$ cat config.mk
export PLATFORM = sky130hd
export DESIGN_NAME = multicycle_controller
export DESIGN_NICKNAME = d
export VERILOG_FILES = /design/src/rtl/multicycle_controller.sv
export SDC_FILE = /design/constraint.sdc
export NUM_CORES = 1
export LEC_CHECK = 0
export BUFFER_PORTS_ARGS = -buffer_cell sky130_fd_sc_hd__buf_4
export CAP_MARGIN = 15
export CORE_UTILIZATION = 41
export CTS_CLUSTER_DIAMETER = 200
export CTS_CLUSTER_SIZE = 25
export DETAILED_ROUTE_END_ITERATION = 10
export PLACE_DENSITY_LB_ADDON = 0.1
export SKIP_CTS_REPAIR_TIMING = 1
export SLEW_MARGIN = 20
export SYNTH_ARGS = -nofsm -noshare
export SYNTH_HDL_FRONTEND = slang
export SYNTH_SLANG_ARGS = --single-unit
$ cat constraint.sdc
create_clock -name clk -period 1.4 [get_ports clk]
set_clock_uncertainty 0.15 [all_clocks]
set_input_delay 0 -clock clk [delete_from_list [all_inputs] [get_ports clk]]
set_output_delay 0 -clock clk [all_outputs]
set_load 0.01 [all_outputs]
$ cat src/rtl/multicycle_controller.sv
// Main control FSM for the multicycle RV32I datapath: sequences fetch/decode/execute/memory/writeback
// and drives every datapath enable and mux select, plus the 2-bit ALUOp for the ALU controller.
//
// state    | meaning
// ---------+-----------------------------------------------------------
// FETCH    | read instr at PC, load IR/OldPC, PC <= PC + 4
// DECODE   | ALUOut <= OldPC + B-imm (speculative branch target)
// EXEC_R   | ALUOut <= RD1 op RD2
// EXEC_I   | ALUOut <= RD1 op I-imm
// ALU_WB   | rd <= ALUOut
// MEM_ADDR | ALUOut <= RD1 + I/S-imm
// MEM_RD   | Data <= mem[ALUOut]
// MEM_WB   | rd <= Data
// MEM_WR   | mem[ALUOut] <= RD2
// BRANCH   | compare RD1/RD2, PC <= ALUOut if taken
// JAL      | PC <= OldPC + J-imm
// JALR     | PC <= RD1 + I-imm
// LINK     | rd <= OldPC + 4
// LUI      | rd <= U-imm
module multicycle_controller (
    input  logic       clk,
    input  logic       rst,
    input  logic [6:0] opcode,
    input  logic [2:0] func3,
    input  logic       zero,
    input  logic       neg,
    output logic       PCWrite,
    output logic       AdrSrc,
    output logic       MemWrite,
    output logic       IRWrite,
    output logic [1:0] ResultSrc,
    output logic [1:0] ALUSrcA,
    output logic [1:0] ALUSrcB,
    output logic [2:0] ImmSrc,
    output logic [1:0] ALUOp,
    output logic       RegWrite
);

    localparam logic [6:0] OP_R     = 7'b0110011;
    localparam logic [6:0] OP_I     = 7'b0010011;
    localparam logic [6:0] OP_LOAD  = 7'b0000011;
    localparam logic [6:0] OP_STORE = 7'b0100011;
    localparam logic [6:0] OP_BR    = 7'b1100011;
    localparam logic [6:0] OP_JAL   = 7'b1101111;
    localparam logic [6:0] OP_JALR  = 7'b1100111;
    localparam logic [6:0] OP_LUI   = 7'b0110111;

    typedef enum logic [3:0] {
        S_FETCH    = 4'd0,
        S_DECODE   = 4'd1,
        S_EXEC_R   = 4'd2,
        S_EXEC_I   = 4'd3,
        S_ALU_WB   = 4'd4,
        S_MEM_ADDR = 4'd5,
        S_MEM_RD   = 4'd6,
        S_MEM_WB   = 4'd7,
        S_MEM_WR   = 4'd8,
        S_BRANCH   = 4'd9,
        S_JAL      = 4'd10,
        S_JALR     = 4'd11,
        S_LINK     = 4'd12,
        S_LUI      = 4'd13
    } state_t;

    state_t r_state;
    state_t w_next;

    logic w_taken;
    logic w_pcwrite;
    logic w_memwrite;
    logic w_irwrite;
    logic w_regwrite;

    always_ff @(posedge clk) begin
        if (!rst) r_state <= S_FETCH;
        else      r_state <= w_next;
    end

    always_comb begin
        w_taken = 1'b0;
        case (func3)
            3'b000:  w_taken = zero;
            3'b001:  w_taken = ~zero;
            3'b100:  w_taken = neg;
            3'b101:  w_taken = ~neg;
            default: w_taken = 1'b0;
        endcase
    end

    always_comb begin
        w_next     = S_FETCH;
        w_pcwrite  = 1'b0;
        w_memwrite = 1'b0;
        w_irwrite  = 1'b0;
        w_regwrite = 1'b0;
        AdrSrc     = 1'b0;
        ResultSrc  = 2'b00;
        ALUSrcA    = 2'b00;
        ALUSrcB    = 2'b00;
        ImmSrc     = 3'b000;
        ALUOp      = 2'b00;
        case (r_state)
            S_FETCH: begin
                w_irwrite = 1'b1;
                w_pcwrite = 1'b1;
                ALUSrcB   = 2'b10;
                ResultSrc = 2'b10;
                w_next    = S_DECODE;
            end
            S_DECODE: begin
                ALUSrcA = 2'b01;
                ALUSrcB = 2'b01;
                ImmSrc  = 3'b010;
                case (opcode)
                    OP_R:              w_next = S_EXEC_R;
                    OP_I:              w_next = S_EXEC_I;
                    OP_LOAD, OP_STORE: w_next = S_MEM_ADDR;
                    OP_BR:             w_next = S_BRANCH;
                    OP_JAL:            w_next = S_JAL;
                    OP_JALR:           w_next = S_JALR;
                    OP_LUI:            w_next = S_LUI;
                    default:           w_next = S_FETCH;
                endcase
            end
            S_EXEC_R: begin
                ALUSrcA = 2'b10;
                ALUOp   = 2'b10;
                w_next  = S_ALU_WB;
            end
            S_EXEC_I: begin
                ALUSrcA = 2'b10;
                ALUSrcB = 2'b01;
                ALUOp   = 2'b11;
                w_next  = S_ALU_WB;
            end
            S_ALU_WB: begin
                w_regwrite = 1'b1;
            end
            S_MEM_ADDR: begin
                // IR still holds the instruction, so opcode picks load vs store here
                ALUSrcA = 2'b10;
                ALUSrcB = 2'b01;
                if (opcode == OP_STORE) begin
                    ImmSrc = 3'b001;
                    w_next = S_MEM_WR;
                end else begin
                    w_next = S_MEM_RD;
                end
            end
            S_MEM_RD: begin
                AdrSrc = 1'b1;
                w_next = S_MEM_WB;
            end
            S_MEM_WB: begin
                ResultSrc  = 2'b01;
                w_regwrite = 1'b1;
            end
            S_MEM_WR: begin
                AdrSrc     = 1'b1;
                w_memwrite = 1'b1;
            end
            S_BRANCH: begin
                ALUSrcA   = 2'b10;
                ALUOp     = 2'b01;
                w_pcwrite = w_taken;
            end
            S_JAL: begin
                ALUSrcA   = 2'b01;
                ALUSrcB   = 2'b01;
                ImmSrc    = 3'b011;
                ResultSrc = 2'b10;
                w_pcwrite = 1'b1;
                w_next    = S_LINK;
            end
            S_JALR: begin
                ALUSrcA   = 2'b10;
                ALUSrcB   = 2'b01;
                ResultSrc = 2'b10;
                w_pcwrite = 1'b1;
                w_next    = S_LINK;
            end
            S_LINK: begin
                ALUSrcA    = 2'b01;
                ALUSrcB    = 2'b10;
                ResultSrc  = 2'b10;
                w_regwrite = 1'b1;
            end
            S_LUI: begin
                ImmSrc     = 3'b100;
                ResultSrc  = 2'b11;
                w_regwrite = 1'b1;
            end
            default: w_next = S_FETCH;
        endcase
    end

    // Gated by reset so an interrupted instruction can never complete a write
    assign PCWrite  = w_pcwrite  & rst;
    assign MemWrite = w_memwrite & rst;
    assign IRWrite  = w_irwrite  & rst;
    assign RegWrite = w_regwrite & rst;

endmodule

==> summary.md, run 1 <==
| Metric | Value |
|---|---|
| Status | `finished, violations left` |
| Failing checks | `negative setup slack` |
| Hold Crit Class | `in -> reg` |
| Setup crit end kind | `flip-flop` |
| Met3 WL post-DR | `~80 um` |
| Hold Path Sink | `r_state[3]` |
| Crit path max fanout | `5` |
| I/O pins | `30` |
| Largest net degree at the start of global routing | `14` |
| Max reg flops | `4` |
| Fin area | `about 1100 um^2` |
| Worst path top cell family by delay | `simple AND/OR/NAND/NOR gates` |
| Layout cells sized above 1 | `0.5420` |
| Final Critical Period | `1496 ps` |
| Wire length of the first global-routing pass | `3001 um` |
| Drt pass-1 iters | `4` |
| Synth Register Bits | `4` |
| Die H | `41.95 um` |
| Synth area leader | `dfxtp_1` |
| Seq/Total Area, Yosys | `0.1224` |
| Routed len/inst | `13.98 um` |
| DR vias | `roughly 820` |
| Vias in the first global route | `695` |
| All-layer global routing usage | `0.2212` |
| Initial antenna violation count | `0` |
| Top Metal Used | `met4` |
| Hold slack final | `35.74 ps` |
| Worst hold path stage count | `4` |
| Syn_nets | `105` |
| Clock Pin Slew Worst Setup and Hold Paths | `40 ps` |
| Startpoint types | `flip-flop` |
| Total Nets Final | `147` |
| Detailed Route WL | `between 2000 and 2500 um` |
| Top flop regs | `r_state (4)` |
| Placed Cells | `138` |
| Setup CP Type | `reg -> reg` |
| R2r setup slk | `-100 ps` |
| Mapped Area | `654.4 um^2` |
| Slowest CP cell | `dfxtp_2` |
| Max_slew headroom | `0.7666` |
| Row count | `14` |
| P&R area growth vs syn | `63.10%` |
| # diodes | `0` |
| Die extent in x | `~42 um` |
| Req. time, crit path | `1410 ps` |
| DR DRC count | `0` |
| Initial Util | `0.4344` |
| Critical Path AT | `between 1500 and 2000 ps` |
| Pwr dens | `464.0 nW/um^2` |
| Unrepaired setup endpoints after global routing | `true` |
| Final core utilization | `0.7085` |
| DRT iter0 DRCs | `21` |
| Core area | `1506 um^2` |
| Synth cell types | `38` |
| Final Cycle Share | `1.068` |
| Port bufs | `29` |
| Hold_sp | `opcode[3]` |
| Die area | `1760 um^2` |
| Final worst slack | `-95.54 ps` |
| Avg Inst Size Synth | `7.191 um^2` |
| Highest clock rate | `668.7 MHz` |
| FF-to-FF Start | `r_state[1]` |
| M1 WL | `888 um` |
| Post-route setup TNS | `-600.0 ps` |
| Total CTS buffers | `3` |
| WL met2 | `1077 um` |
| GRT overflow | `0` |
| Longest Clk Path Bufs | `2` |
| Total power | `0.4952 mW` |
| CTS tree | `yes` |
| Avg Vias per Cell | `5.585` |
| Final ANT Viol Nets | `0` |
| Pleak | `0.4669 nW` |
| Syn Inst Count | `91` |
| Most flops, register | `r_state` |
| Post-DP Area | `between 800 and 900 um^2` |
| Htree depth | `1` |
| RR Endpoint | `r_state[0]` |
| CTS Root Cell | `clkbuf_4` |
| Worst Tran Pin Value | `347.4 ps` |
| # Max-Cap Violations | `0` |
| Final HPWL DP | `~1400 um` |
| WP buf/inv | `1` |
| Clock Sinks | `4` |
| Clock latency on the worst-skew pair | `240 ps` |
| VDD IR-drop max | `0.3453 mV` |
| Final hold vios | `0` |
| Post-synth top area share | `0.1224` |
| Max Slew Vio Count | `0` |
| Post-Layout Cell Count | `147` |
| R2R depth | `5` |
| Worst path cell trace | `and2b_2 > buf_4 > o22ai_1 > nand2_2 > nor3_2` |
| Final setup fails | `11` |
| Critical Path Max Stage Delay | `roughly 350 ps` |
| Synth top area cells | `dfxtp_1, nand2_1, clkbuf_8, nor2_1, mux2i_1` |
| Gpl congestion | `0.8065` |
| Pre-CTS setup slack | `22.15 ps` |
| Yosys warns | `0` |
[layout by cell type (no fill, tap or decap), types with 2 or more instances in the layout]
cell	count
o22ai_1	2
dfxtp_4	3
nor2_4	2
dlygate4sd3_1	2
nor3_2	3
nand2_1	10
nor4_4	2
nor2_1	7
o211ai_1	2
and2b_2	3
o21ai_0	3
buf_4	37
nand2_2	2
inv_1	5
buf_6	7
a21oi_2	3
a21oi_1	3
nor3b_1	2
a31oi_1	2
clkbuf_4	3
mux2i_1	3
xnor2_1	3
[routing by layer]
layer,vias up,track usage
li1,411,-
met1,392,0.2785
met2,16,0.3750
met3,2,0.06522
met4,0,0.03871
met5,-,0
[cells in the mapped netlist]
library cell and n:
mux2i_1 3, nand2b_4 1, a22oi_1 1, o21ai_0 5, buf_4 2, a221o_1 1, a31o_2 1, nor2b_1 2
clkbuf_8 3, o22ai_1 2, dfxtp_1 4, and3_1 1, nor2_1 9, nand2_1 12, nor3b_1 2, clkbuf_1 1
and2b_2 3, nor4_1 2, a21oi_2 1, buf_6 2, nor3_1 4, buf_2 1, o32ai_1 1, a31oi_1 2
a41oi_1 1, inv_1 5, a211oi_1 1, a21oi_1 5, nand4_1 1, or2_1 1, and4b_1 1, and4_1 1
nor4_4 1, o211ai_1 2, nand3_1 1, xnor2_1 3, a32o_1 1, a32oi_1 1
[cells by family after synthesis]
| family | count (synthesis) | synth area share |
|---|---|---|
| and+or+nand+nor | 42 | 0.3709 |
| AOI/OAI and AO/OA | 25 | 0.2581 |
| buffers and inverters | 14 | 0.1625 |
| DFF | 4 | 0.1224 |
| xor gates and xnor gates | 3 | 0.04016 |
| muxes | 3 | 0.04589 |
[worst reg2reg max path: cells and delay by family (launching register included)]
kind	cells	cell delay, ps
AO/OA/AOI/OAI	1	230
AND/OR/NAND/NOR	3	550
buffers and inverters	1	140
flip-flops	1	350
[final cells by class]
type                            count  area, um^2
Sequential cell                     4       92.59
Inverter                            5       18.77
Multi-Input combinational cell     73       536.8
Clock buffer                        3       22.52
Tap cell                           16       20.02
Timing Repair Buffer               46       376.6
Fill cell                         130       439.2
[worst max-delay path by stage]
stage	end	cells past startpoint	start	slack (ps)
after floorplan	ALUSrcA[0]	5	r_state[1]	100
after global placement	r_state[3]	4	r_state[2]	30
after detailed placement	r_state[0]	5	r_state[0]	20
after CTS	ImmSrc[0]	5	r_state[2]	-210
after global routing	ALUOp[0]	5	r_state[3]	-130
final	r_state[0]	5	r_state[1]	-100
[report_power, final]
part	leakage (nW)	switching, mW	total (mW)	internal (mW)
registers	0.0352	0.00738	0.122	0.115
logic	0.418	0.102	0.224	0.122
clock network	0.0138	0.0528	0.149	0.0963
(Power assumes the default switching activity.)
==> run 2, diff against run 1 <==
MAX_ROUTING_LAYER = met4   (was unset)
==> run 2 against run 1 <==
Compared with the run above: power is essentially flat; critical path type unchanged; register-to-register slack barely moved; routed wire length shrank 1.3%; final cell count did not move; critical endpoint unchanged; sequential cell count is the same; the flow still finishes with violations (negative setup slack).
==> summary.md, run 2 (same netlist as run 1, synthesis figures left out) <==
| Metric | Value |
|---|---|
| Area of the multi-input gates | `536.8 um^2 (unchanged)` |
| Post-DP Area | `887.1 um^2 (unchanged)` |
| CTS tree | `yes` |
| Pint | `0.3329 mW (about the same)` |
| Final Critical Period | `1492 ps (-3.986 ps)` |
| Final Cycle Share | `1.065 (-0.002847)` |
| GRT overflow | `0 (unchanged)` |
| Core area | `1506 um^2 (unchanged)` |
| Most common cell after layout, fill and taps aside | `buf_4` |
| Clock Pin Slew Worst Setup and Hold Paths | `40 ps (about the same)` |
| CTS Root Cell | `clkbuf_4` |
| Row count | `14 (unchanged)` |
| Crit path max fanout | `5 (unchanged)` |
| Final core utilization | `0.7085 (unchanged)` |
| Final setup fails | `11 (unchanged)` |
| Highest clock rate | `670.4 MHz (+0.27%)` |
| DR DRC count | `0 (unchanged)` |
| Wire length of the first global-routing pass | `2987 um (-0.47%)` |
| Max Slew Vio Count | `0 (unchanged)` |
| Clock Sinks | `4 (unchanged)` |
| Routed len/inst | `13.80 um (-1.3%)` |
| Max_slew headroom | `0.7670 (about the same)` |
| DR vias | `823 (+0.24%)` |
| Startpoint types | `flip-flop` |
| Critical Path Max Stage Delay | `350 ps (about the same)` |
| Final ANT Viol Nets | `0 (unchanged)` |
| Drt pass-1 iters | `4 (unchanged)` |
| Final hold vios | `0 (unchanged)` |
| Met1 Usage GRT | `0.2759 (-0.002653)` |
| Combinational fraction of design power | `0.452 (about the same)` |
| Busiest grt layer | `met2` |
| Total Nets Final | `147 (unchanged)` |
| Final worst slack | `-91.55 ps (+3.986 ps)` |
| Clock Power Share | `0.301 (about the same)` |
| Register area | `92.59 um^2 (unchanged)` |
| Status | `finished, violations left` |
| Final HPWL DP | `1397 um (unchanged)` |
| Gpl congestion | `0.8183 (+1.5%)` |
| Sw Ratio | `0.3274 (-0.0003990)` |
| Worst path top cell family by delay | `simple AND/OR/NAND/NOR gates` |
| Fillcell total | `130 (unchanged)` |
| Die H | `41.95 um (unchanged)` |
| Pre-CTS setup slack | `22.15 ps (unchanged)` |
| P&R area growth vs syn | `63.10% (unchanged)` |
| Hold Crit Class | `in -> reg` |
| Share of power burned in registers | `0.247 (about the same)` |
| Setup CP Type | `reg -> reg` |
| Largest net degree at the start of global routing | `14 (unchanged)` |
| DRT iter0 DRCs | `27 (+29%)` |
| Detailed Route WL | `2029 um (-1.3%)` |
| WP buf/inv | `1 (unchanged)` |
| Total power | `0.4949 mW (about the same)` |
| Pwr dens | `463.7 nW/um^2 (about the same)` |
| # diodes | `0 (unchanged)` |
| Most frequent cells in the layout | `buf_4, nand2_1, nor2_1, buf_6, inv_1` |
| Longest Clk Path Bufs | `2 (unchanged)` |
| Pleak | `0.4669 nW (unchanged)` |
| Max reg flops | `4 (unchanged)` |
| Met3 GRT Util | `0.06522 (unchanged)` |
| Total CTS buffers | `3 (unchanged)` |
| Failing checks | `negative setup slack` |
| Initial antenna violation count | `0 (unchanged)` |
| Avg Vias per Cell | `5.599 (+0.24%)` |
| Post-Layout Cell Count | `147 (unchanged)` |
| Req. time, crit path | `1410 ps (about the same)` |
| Most flops, register | `r_state` |
| Clock latency on the worst-skew pair | `240 ps (about the same)` |
| VDD IR-drop max | `0.3444 mV (-0.27%)` |
| Initial Util | `0.4344 (unchanged)` |
| Vias in the first global route | `696 (+0.14%)` |
| Htree depth | `1 (unchanged)` |
| # Max-Cap Violations | `0 (unchanged)` |
| Slowest CP cell | `dfxtp_2` |
| Critical Path AT | `1500 ps (about the same)` |
| Layout cells sized above 1 | `0.5420 (unchanged)` |
| Fin area | `1067 um^2 (unchanged)` |
| NetSw | `0.1620 mW (-0.19%)` |
| Worst Tran Pin Value | `346.8 ps (-0.6379 ps)` |
| Setup crit end kind | `flip-flop` |
| Unrepaired setup endpoints after global routing | `true` |
| I/O pins | `30 (unchanged)` |
| Port bufs | `29 (unchanged)` |
| Die area | `1760 um^2 (unchanged)` |
| Placed Cells | `138 (unchanged)` |
| Met2 Use GR | `0.3750 (unchanged)` |
| Worst path cell trace | `and2b_2 > buf_4 > o22ai_1 > nand2_2 > nor3_2` |
| Die extent in x | `41.95 um (unchanged)` |
| Top flop regs | `r_state (4)` |
| All-layer global routing usage | `0.2264 (+0.005210)` |
run 2: cell counts in the layout (fill, tap and decap cells not counted):
Identical to the previous run, type by type.
run 2: metrics by stage:
| step | setup TNS [ps] | hold slack (ps) |
|---|---|---|
| finish | -578.2 | 35.38 |
| global route | -1471 | 67.80 |
| CTS | -1704 | -43.15 |
| detailed placement | 0 | 198.3 |
| global placement | 0 | 195.2 |
| floorplan | 0 | -56.31 |
run 2: area by class of cell:
class	instances	area share
multi-input combinational	73	0.5029
timing repair buffer	46	0.3529
sequential	4	0.08675
clock buffer	3	0.02110
tap	16	0.01876
inverter	5	0.01759
run 2: per-layer routing:
metal  vias up  part of all wire
met1       392              0.42
met2        20              0.53
li1        409                 -
met5         -                 0
met4         0            0.0039
met3         2             0.049
run 2: path summary, 6_finish.rpt:
| kind | from | end | slack [ps] | cells past startpoint |
|---|---|---|---|---|
| hold reg to reg | r_state[2] | r_state[1] | 450 | 3 |
| setup / recovery | r_state[1] | r_state[0] | -90 | 5 |
| setup reg to reg | r_state[1] | r_state[0] | -90 | 5 |
| hold / removal | opcode[3] | r_state[3] | 40 | 4 |
run 2: power groups by stage:
| stage | Clock [mW] | Combinational (mW) | Sequential (mW) |
|---|---|---|---|
| floorplan | 0 | 0.106 | 0.123 |
| global placement | 0 | 0.184 | 0.125 |
| detailed placement | 0 | 0.185 | 0.126 |
| CTS | 0.153 | 0.186 | 0.124 |
| global route | 0.161 | 0.243 | 0.123 |
| finish | 0.149 | 0.224 | 0.122 |
run 2: worst register-to-register path: stages, from the launching register on:
cell,delay [ps]
dfxtp_2,350
and2b_2,250
buf_4,140
o22ai_1,230
nand2_2,130
nor3_2,170
==> run 3, diff against run 2 <==
SKIP_CTS_REPAIR_TIMING = unset   (was 1)
==> run 3 against run 2 <==
Compared with the run above: the flow still finishes with violations (negative setup slack); core utilization down 2.3 points; global-route usage up 1.1 points; maximum frequency up 0.82%; routed wire length down 6.4%; sequential cell count unchanged; die area unchanged; power down 1.0%; count of clock-buffer cells in the layout unchanged; critical path depth unchanged; worst hold slack worse by 4.1 ps; first-iteration DRC count down 44%; critical endpoint is now ALUSrcA[0]; largest cell class unchanged; largest power group unchanged.
==> summary.md, run 3 (same netlist as run 1, synthesis figures left out) <==
| Metric | Value |
|---|---|
| Most frequent cells in the layout | `buf_4, nand2_1, nor2_1, buf_6` |
| Port bufs | `29 (unchanged)` |
| FF-to-FF Start | `r_state[1]` |
| Status | `finished, violations left` |
| Final ANT Viol Nets | `0 (unchanged)` |
| DR vias | `806 (-2.1%)` |
| Die extent in x | `41.95 um (unchanged)` |
| R2R depth | `5 (unchanged)` |
| Max_slew headroom | `0.7756 (+0.008573)` |
| Hold Crit Class | `in -> reg` |
| Post-Layout Cell Count | `146 (-0.68%)` |
| Post-route setup TNS | `-297.1 ps (+281.1 ps)` |
| Layout cells sized above 1 | `0.5077 (-0.03429)` |
| Setup CP Type | `reg -> out` |
| CTS Root Cell | `clkbuf_4` |
| GRT overflow | `0 (unchanged)` |
| # Max-Cap Violations | `0 (unchanged)` |
| Critical Path AT | `1330 ps (-170 ps)` |
| Sw Ratio | `0.3233 (-0.004104)` |
| Largest net degree at the start of global routing | `14 (unchanged)` |
| Worst hold path stage count | `4 (unchanged)` |
| CTS tree | `yes` |
| I/O pins | `30 (unchanged)` |
| Fillcell total | `131 (+0.77%)` |
| Most common cell after layout, fill and taps aside | `buf_4` |
| NetSw | `0.1584 mW (-2.3%)` |
| Startpoint types | `flip-flop` |
| Share of power burned in registers | `0.249 (+0.002)` |
| Total power | `0.4899 mW (-1.0%)` |
| Clock Pin Slew Worst Setup and Hold Paths | `40 ps (about the same)` |
| Total CTS buffers | `3 (unchanged)` |
| Htree depth | `1 (unchanged)` |
| Clock latency on the worst-skew pair | `240 ps (about the same)` |
| Setup crit end kind | `output port` |
| Failing checks | `negative setup slack` |
| Detailed Route WL | `1900 um (-6.4%)` |
| P&R area growth vs syn | `57.74%` |
| RR Endpoint | `r_state[3]` |
| Critical path capture point | `ALUSrcA[0]` |
| DR DRC count | `0 (unchanged)` |
| Final HPWL DP | `1397 um (unchanged)` |
| Max reg flops | `4 (unchanged)` |
| Wire length of the first global-routing pass | `3167 um (+6.0%)` |
| Max Slew Vio Count | `0 (unchanged)` |
| Gpl congestion | `0.8183 (unchanged)` |
| Initial Util | `0.4344 (unchanged)` |
| Clock Sinks | `4 (unchanged)` |
| Combinational fraction of design power | `0.445 (-0.007)` |
| Crit path max fanout | `5 (unchanged)` |
| Unrepaired setup endpoints after global routing | `true` |
| Top flop regs | `r_state (4)` |
| Vias in the first global route | `760 (+9.2%)` |
| Final worst slack | `-79.44 ps (+12.11 ps)` |
| Die H | `41.95 um (unchanged)` |
| Worst Tran Pin Value | `334.0 ps (-12.76 ps)` |
| Avg Vias per Cell | `5.521 (-1.4%)` |
| Routed len/inst | `13.01 um (-5.7%)` |
| All-layer global routing usage | `0.2375 (+0.01109)` |
| Placed Cells | `138 (unchanged)` |
| Final hold vios | `0 (unchanged)` |
| Pint | `0.3315 mW (-0.41%)` |
| R2r setup slk | `-80 ps (about the same)` |
| Initial antenna violation count | `0 (unchanged)` |
| Req. time, crit path | `1250 ps (-160 ps)` |
| VDD IR-drop max | `0.3223 mV (-6.4%)` |
| # diodes | `0 (unchanged)` |
| Highest clock rate | `675.9 MHz (+0.82%)` |
| CP startpoint | `r_state[1]` |
| Final Critical Period | `1479 ps (-12.11 ps)` |
| Total Nets Final | `146 (-0.68%)` |
| DRT iter0 DRCs | `15 (-44%)` |
| Row count | `14 (unchanged)` |
| Pleak | `0.4565 nW (-2.2%)` |
| Pwr dens | `474.6 nW/um^2 (+2.3%)` |
| Final setup fails | `8 (-3)` |
| Pre-CTS setup slack | `22.15 ps (unchanged)` |
| Drt pass-1 iters | `4 (unchanged)` |
| Longest Clk Path Bufs | `2 (unchanged)` |
| Most flops, register | `r_state` |
| Die area | `1760 um^2 (unchanged)` |
| Core area | `1506 um^2 (unchanged)` |
| Clock Power Share | `0.307 (+0.006)` |
| Final Cycle Share | `1.057 (-0.008651)` |
-- run 3: timing repair --
item	4_1_cts	5_1_grt
endpoints found under the setup margin	14	15
setup buffers	1	2
hold buffers	2	0
hold endpoints to repair	4	0
pin swaps	5	5
gates resized for setup	19	8
-- run 3: power by group through the flow --
stage               Clock [mW]  Combinational [mW]  Sequential (mW)
floorplan                    0               0.106            0.123
global placement             0               0.184            0.125
detailed placement           0               0.185            0.126
CTS                      0.153               0.205            0.121
global route             0.161               0.236            0.122
finish                   0.150               0.218            0.122
-- run 3: how the worst min path moves through the flow --
stage / start / endpoint / slack (ps)
5_1_grt: opcode[3] / r_state[3] / 60
3_3_place_gp: rst / IRWrite / 200
6_report: opcode[3] / r_state[3] / 30
4_1_cts: opcode[3] / r_state[3] / 30
2_1_floorplan: rst / IRWrite / -60
3_5_place_dp: rst / IRWrite / 200
-- run 3: routing by layer --
metal / GRT usage / share of wire / wire, um / vias up
met1: 0.2838 / 0.44 / 830 / 378
met3: 0.06957 / 0.035 / 66 / 2
li1: - / - / - / 406
met2: 0.3938 / 0.52 / 993 / 20
met5: - / 0 / 0 / -
met4: 0.05161 / 0.0047 / 9 / 0
-- run 3: final cells by class --
class / count / area, um^2 / area share
Timing Repair Buffer: 45 / 369.1 / 0.3576
Inverter: 5 / 18.77 / 0.01818
Tap cell: 16 / 20.02 / 0.01939
Sequential cell: 4 / 92.59 / 0.08970
Clock buffer: 3 / 22.52 / 0.02182
Multi-Input combinational cell: 73 / 509.2 / 0.4933
-- run 3: worst max-delay path, stage by stage, from the launching register on --
cell and delay, ps:
dfxtp_2 330, nand2b_4 150, or2_1 250, a21oi_2 140, a31o_2 120, buf_6 90
-- run 3: through the flow --
stage | cell area (um^2) | util | hold slack, ps
after floorplan | 654.4 | - | -56.31
after global placement | 887.1 | 0.5889 | 195.2
after detailed placement | 887.1 | 0.5889 | 198.3
after CTS | 996.0 | 0.6611 | 25.33
after global routing | 1032 | 0.6852 | 58.21
final | 1032 | 0.6852 | 31.27
